## config.mk

```make
export PLATFORM = sky130hd
export DESIGN_NAME = or4_rr_arbiter
export DESIGN_NICKNAME = d
export VERILOG_FILES = /design/src/rtl/or4_arb_pkg.sv /design/src/rtl/rr_pick4.sv /design/src/rtl/or4_rr_arbiter.sv
export SDC_FILE = /design/constraint.sdc
export NUM_CORES = 1
export LEC_CHECK = 0
export BUFFER_PORTS_ARGS = -buffer_cell sky130_fd_sc_hd__buf_2
export CORE_UTILIZATION = 30
export DETAILED_ROUTE_END_ITERATION = 7
export GPL_TIMING_DRIVEN = 0
export PLACE_DENSITY = 0.51
export SLEW_MARGIN = 5
export SYNTH_ARGS = -nofsm -noshare
export SYNTH_HDL_FRONTEND = slang
export SYNTH_SLANG_ARGS = --single-unit
```

## constraint.sdc

```tcl
create_clock -name clk -period 3.35 [get_ports clk]
set_input_delay 0.8375 -clock clk [delete_from_list [all_inputs] [get_ports clk]]
set_output_delay 0.8375 -clock clk [all_outputs]
set_load 0.01 [all_outputs]
```

## src/rtl/or4_arb_pkg.sv

```systemverilog
// or4_arb_pkg: shared types and constants for the four-way round-robin arbiter
package or4_arb_pkg;
    localparam int N_REQ = 4;
    localparam int ID_W  = 2;
    typedef enum logic {IDLE, GRANT} state_t;
endpackage

```

## src/rtl/rr_pick4.sv

```systemverilog
// rr_pick4: first masked request at or after ptr, scanning upward mod 4
module rr_pick4
    import or4_arb_pkg::*;
(
    input  logic [N_REQ-1:0] req,
    input  logic [ID_W-1:0]  ptr,
    input  logic [N_REQ-1:0] mask,
    output logic             valid,
    output logic [ID_W-1:0]  idx
);
    logic [N_REQ-1:0] cand;
    logic [N_REQ-1:0] rot;
    logic [ID_W-1:0]  off;
    assign cand  = req & mask;
    // rot[i] holds cand[(i+ptr) mod 4], so bit 0 is the highest priority
    assign rot   = N_REQ'({cand, cand} >> ptr);
    assign valid = |cand;
    assign off   = rot[0] ? 2'd0 : rot[1] ? 2'd1 : rot[2] ? 2'd2 : rot[3] ? 2'd3 : 2'd0;
    assign idx   = off + ptr;
endmodule

```

## src/rtl/or4_rr_arbiter.sv

```systemverilog
// or4_rr_arbiter: round-robin arbiter for four requesters with bounded hold time
module or4_rr_arbiter
    import or4_arb_pkg::*;
#(
    parameter int HOLD_MAX = 8
) (
    input  logic             clk,
    input  logic             rst_n,
    input  logic [N_REQ-1:0] req,
    output logic             any_req,
    output logic [N_REQ-1:0] grant,
    output logic [ID_W-1:0]  grant_id,
    output logic             busy
);
    localparam int CNT_W = $clog2(HOLD_MAX + 1);
    state_t           state, state_nx;
    logic [ID_W-1:0]  ptr, ptr_nx, grant_id_nx, pick_idx;
    logic [CNT_W-1:0] hold_cnt, hold_cnt_nx;
    logic [N_REQ-1:0] grant_nx, mask;
    logic             pick_valid, own_req, at_max, take;
    assign any_req = |req;
    assign own_req = req[grant_id];
    assign at_max  = hold_cnt == CNT_W'(HOLD_MAX);
    // the current owner is never a candidate, so a pick while busy is always a hand-over
    assign mask    = state == GRANT ? ~grant : '1;
    rr_pick4 u_pick (
        .req   (req),
        .ptr   (ptr),
        .mask  (mask),
        .valid (pick_valid),
        .idx   (pick_idx)
    );
    always_comb begin
        state_nx    = state;
        grant_nx    = grant;
        grant_id_nx = grant_id;
        hold_cnt_nx = hold_cnt;
        ptr_nx      = ptr;
        take        = pick_valid && (state == IDLE || !own_req || at_max);
        if (take) begin
            state_nx    = GRANT;
            grant_nx    = N_REQ'(1) << pick_idx;
            grant_id_nx = pick_idx;
            hold_cnt_nx = CNT_W'(1);
            ptr_nx      = pick_idx + ID_W'(1);
        end else if (state == GRANT && !own_req) begin
            state_nx    = IDLE;
            grant_nx    = '0;
            hold_cnt_nx = '0;
        end else if (state == GRANT && !at_max) begin
            hold_cnt_nx = hold_cnt + CNT_W'(1);
        end
    end
    always_ff @(posedge clk or negedge rst_n) begin
        if (!rst_n) begin
            state    <= IDLE;
            grant    <= '0;
            grant_id <= '0;
            busy     <= 1'b0;
            hold_cnt <= '0;
            ptr      <= '0;
        end else begin
            state    <= state_nx;
            grant    <= grant_nx;
            grant_id <= grant_id_nx;
            busy     <= |grant_nx;
            hold_cnt <= hold_cnt_nx;
            ptr      <= ptr_nx;
        end
    end
endmodule

```

==> impl_metrics.ini <==
[outcome]
status = finished, final reports clean

[cts]
clk_pin_slew_worst_paths_ps = 90
clk_root_buffer_cell = clkbuf_4
cts.sink_count = 14
cts_resized = 0
holdBufCountCts = 0
clock_latency_ps = 290
cts_made_buffers = 3
cts_tree = yes
cts_setup_buffers = 0
htreeDepth = 1
cts_buffer_depth = 2

[yosys]
syn_area_sq_um = 893
yosys-top-cells-area = dfrtp_1 39%, ha_1 5.6%, nand2_1 4.2%
syn_inst = 93
async_reset_ff_share_pct = 100
synth_flop_cell = dfrtp_1
synth_enable_flop_cells = 0
yosys.area.top_type = dfrtp_1
synth_nets = 103
syn_area_per_cell_sq_um = 9.61
yosysWarningCount = 0
synth_seq_cells = 14
synth_top_area_share_pct = 39.2
yosysUniqueCellTypes = 33
ys_seq_area_share_pct = 39.2

[route]
avgRoutedWirePerCell_microns = 14.6
ant_nets = 0
postRouteWirelength_mm = 2.06
drtIter0Drc = 28
drc_errors = 0
dr.pass1.iters = 4
viasPerCell = 5.50
vias = 776

[setup_path]
path_buf_inv = 1
cpMaxStageDelayCell = dfrtp_1
cp_cell_sequence = buf_2, mux2_2, a21oi_1, o21ai_0, o21ai_0, ha_1, or2_2, a21oi_1, a221o_1
end_kind = flop
crit_required_ps = 3590
crit_arrival_ps = 2900
worstSetupPathType = flop to flop
worstPathMaxFanout = 10
crit_family = compound AO/OA/AOI/OAI gates
slowest_delay_ps = 450
cp-start-kind = flop

[floorplanning]
initial_utilization_pct = 32.1
die_area_sq_mm = 0.00320
die_w_microns = 56.6
ios = 14
coreArea_sq_mm = 0.00278
rows = 19
die_h_microns = 56.6

[timing]
worstMarginPinSlew_ps = 651
tns_ps = 0
worst_slack_ps = 691
final.setup_skew_ps = 6.61
fin_crit_sh_pct = 79.4
maxSlewViolCount = 0
period_needed_ps = 2660
max_freq_mhz = 376
setup_viol = 0
slew_headroom_pct = 56.1
rsz0062_at_grt = false
final_hold_viol_count = 0
holdWs_ps = 423

[cells_and_area]
area_growth_pct = 15.7
layout_common_cells = 14 x buf_2, 14 x dfrtp_1, 10 x nand2_1
design_area_sq_mm = 0.00103
instances_no_fill = 141
diodes = 0
layout-drive-gt1-share_pct = 23.6
final_nets = 121

[place]
dpl.hpwl_mm = 1.58
pre_cts_ws_ps = 566
dp_cells = 137
placed_cell_area_sq_um = 997
gp_congestion = 0.766
io_buffers = 13

[run]
maxCapViolCount = 0

[global_routing]
grt.overflow.total = 0
grt_pass1_vias = 751
grt_max_degree = 15
grt_use_total_pct = 14.4
antenna_found_initial = 0
grt_pass1_wl_mm = 3.50

[pwr]
p_leak_nw = 0.496
pwr_density_cell_mw_per_mm2 = 974
irDropWorstVdd_uv = 443

[worst_hold_path]
min_path_type = input pin to asynchronous set/reset pin
==> routing by layer <==
metal	share of wire, %	GRT usage [%]	wire length, microns
met3	3.3	2.07	68
met5	0	0	0
met1	50	20.4	1030
met4	2.5	8.01	51
met2	44	21.0	909
==> cells in the mapped netlist, drive strengths merged (3+ instances only) <==
| cell type | count |
|---|---|
| a21o | 3 |
| a21oi | 4 |
| a221o | 3 |
| dfrtp | 14 |
| ha | 4 |
| inv | 8 |
| mux2 | 4 |
| mux2i | 3 |
| nand2 | 10 |
| nand2b | 4 |
| nor2 | 7 |
| o21ai | 6 |
==> per-stage QoR <==
| step | power (mW) | util [%] |
|---|---|---|
| finish | 1.01 | 37.2 |
| global route | 1.10 | 37.2 |
| CTS | 1.01 | 37.2 |
| detailed placement | 0.880 | 35.9 |
| global placement | 0.874 | 35.9 |
| floorplan | 0.736 | - |
==> registers in the layout (all words and copies together), names as in the netlist <==
| name | flops |
|---|---|
| grant | 4 |
| busy | 1 |
| state | 1 |
| ptr | 2 |
| hold_cnt | 4 |
| grant_id | 2 |
==> area by class of cell <==
type	instances	area (sq um)
Timing Repair Buffer	13	65.1
Tap cell	31	38.8
Inverter	8	30.0
Buffer	3	12.5
Multi-Input combinational cell	68	500
Clock buffer	4	36.3
Fill cell	292	1750
Sequential cell	14	350
==> worst paths after layout <==
| kind | startpoint | end | slack (ps) | cells after the start |
|---|---|---|---|---|
| max | ptr[0]$_DFFE_PN0P_ | ptr[1]$_DFFE_PN0P_ | 690 | 9 |
| min | rst_n | state$_DFFE_PN0P_ | 420 | 1 |
| max reg2reg | ptr[0]$_DFFE_PN0P_ | ptr[1]$_DFFE_PN0P_ | 690 | 9 |
| min reg2reg | ptr[1]$_DFFE_PN0P_ | ptr[1]$_DFFE_PN0P_ | 540 | 1 |
| max in group asynchronous | rst_n | hold_cnt[1]$_DFFE_PN0P_ | 2680 | 1 |
| min in group clk | ptr[1]$_DFFE_PN0P_ | ptr[1]$_DFFE_PN0P_ | 540 | 1 |
==> where the power goes <==
part	internal, mW	leakage [nW]	total (mW)	switching [mW]
logic	0.271	0.300	0.582	0.310
clock network	0.0663	0.0210	0.127	0.0607
registers	0.233	0.175	0.298	0.0651
==> logic make-up (layout without fill, tap and decap cells) <==
kind of cell               after synthesis  after routing  share of synthesized area, %
AOI/OAI and AO/OA                       25             25                          21.0
xor gates and xnor gates                 3              3                          2.94
adders and majority gates                4              4                          5.60
buffers and inverters                   11             28                          4.76
DFF                                     14             14                          39.2
muxes                                    8              8                          11.3
and+or+nand+nor                         28             28                          15.1
(Power assumes the default switching activity.)
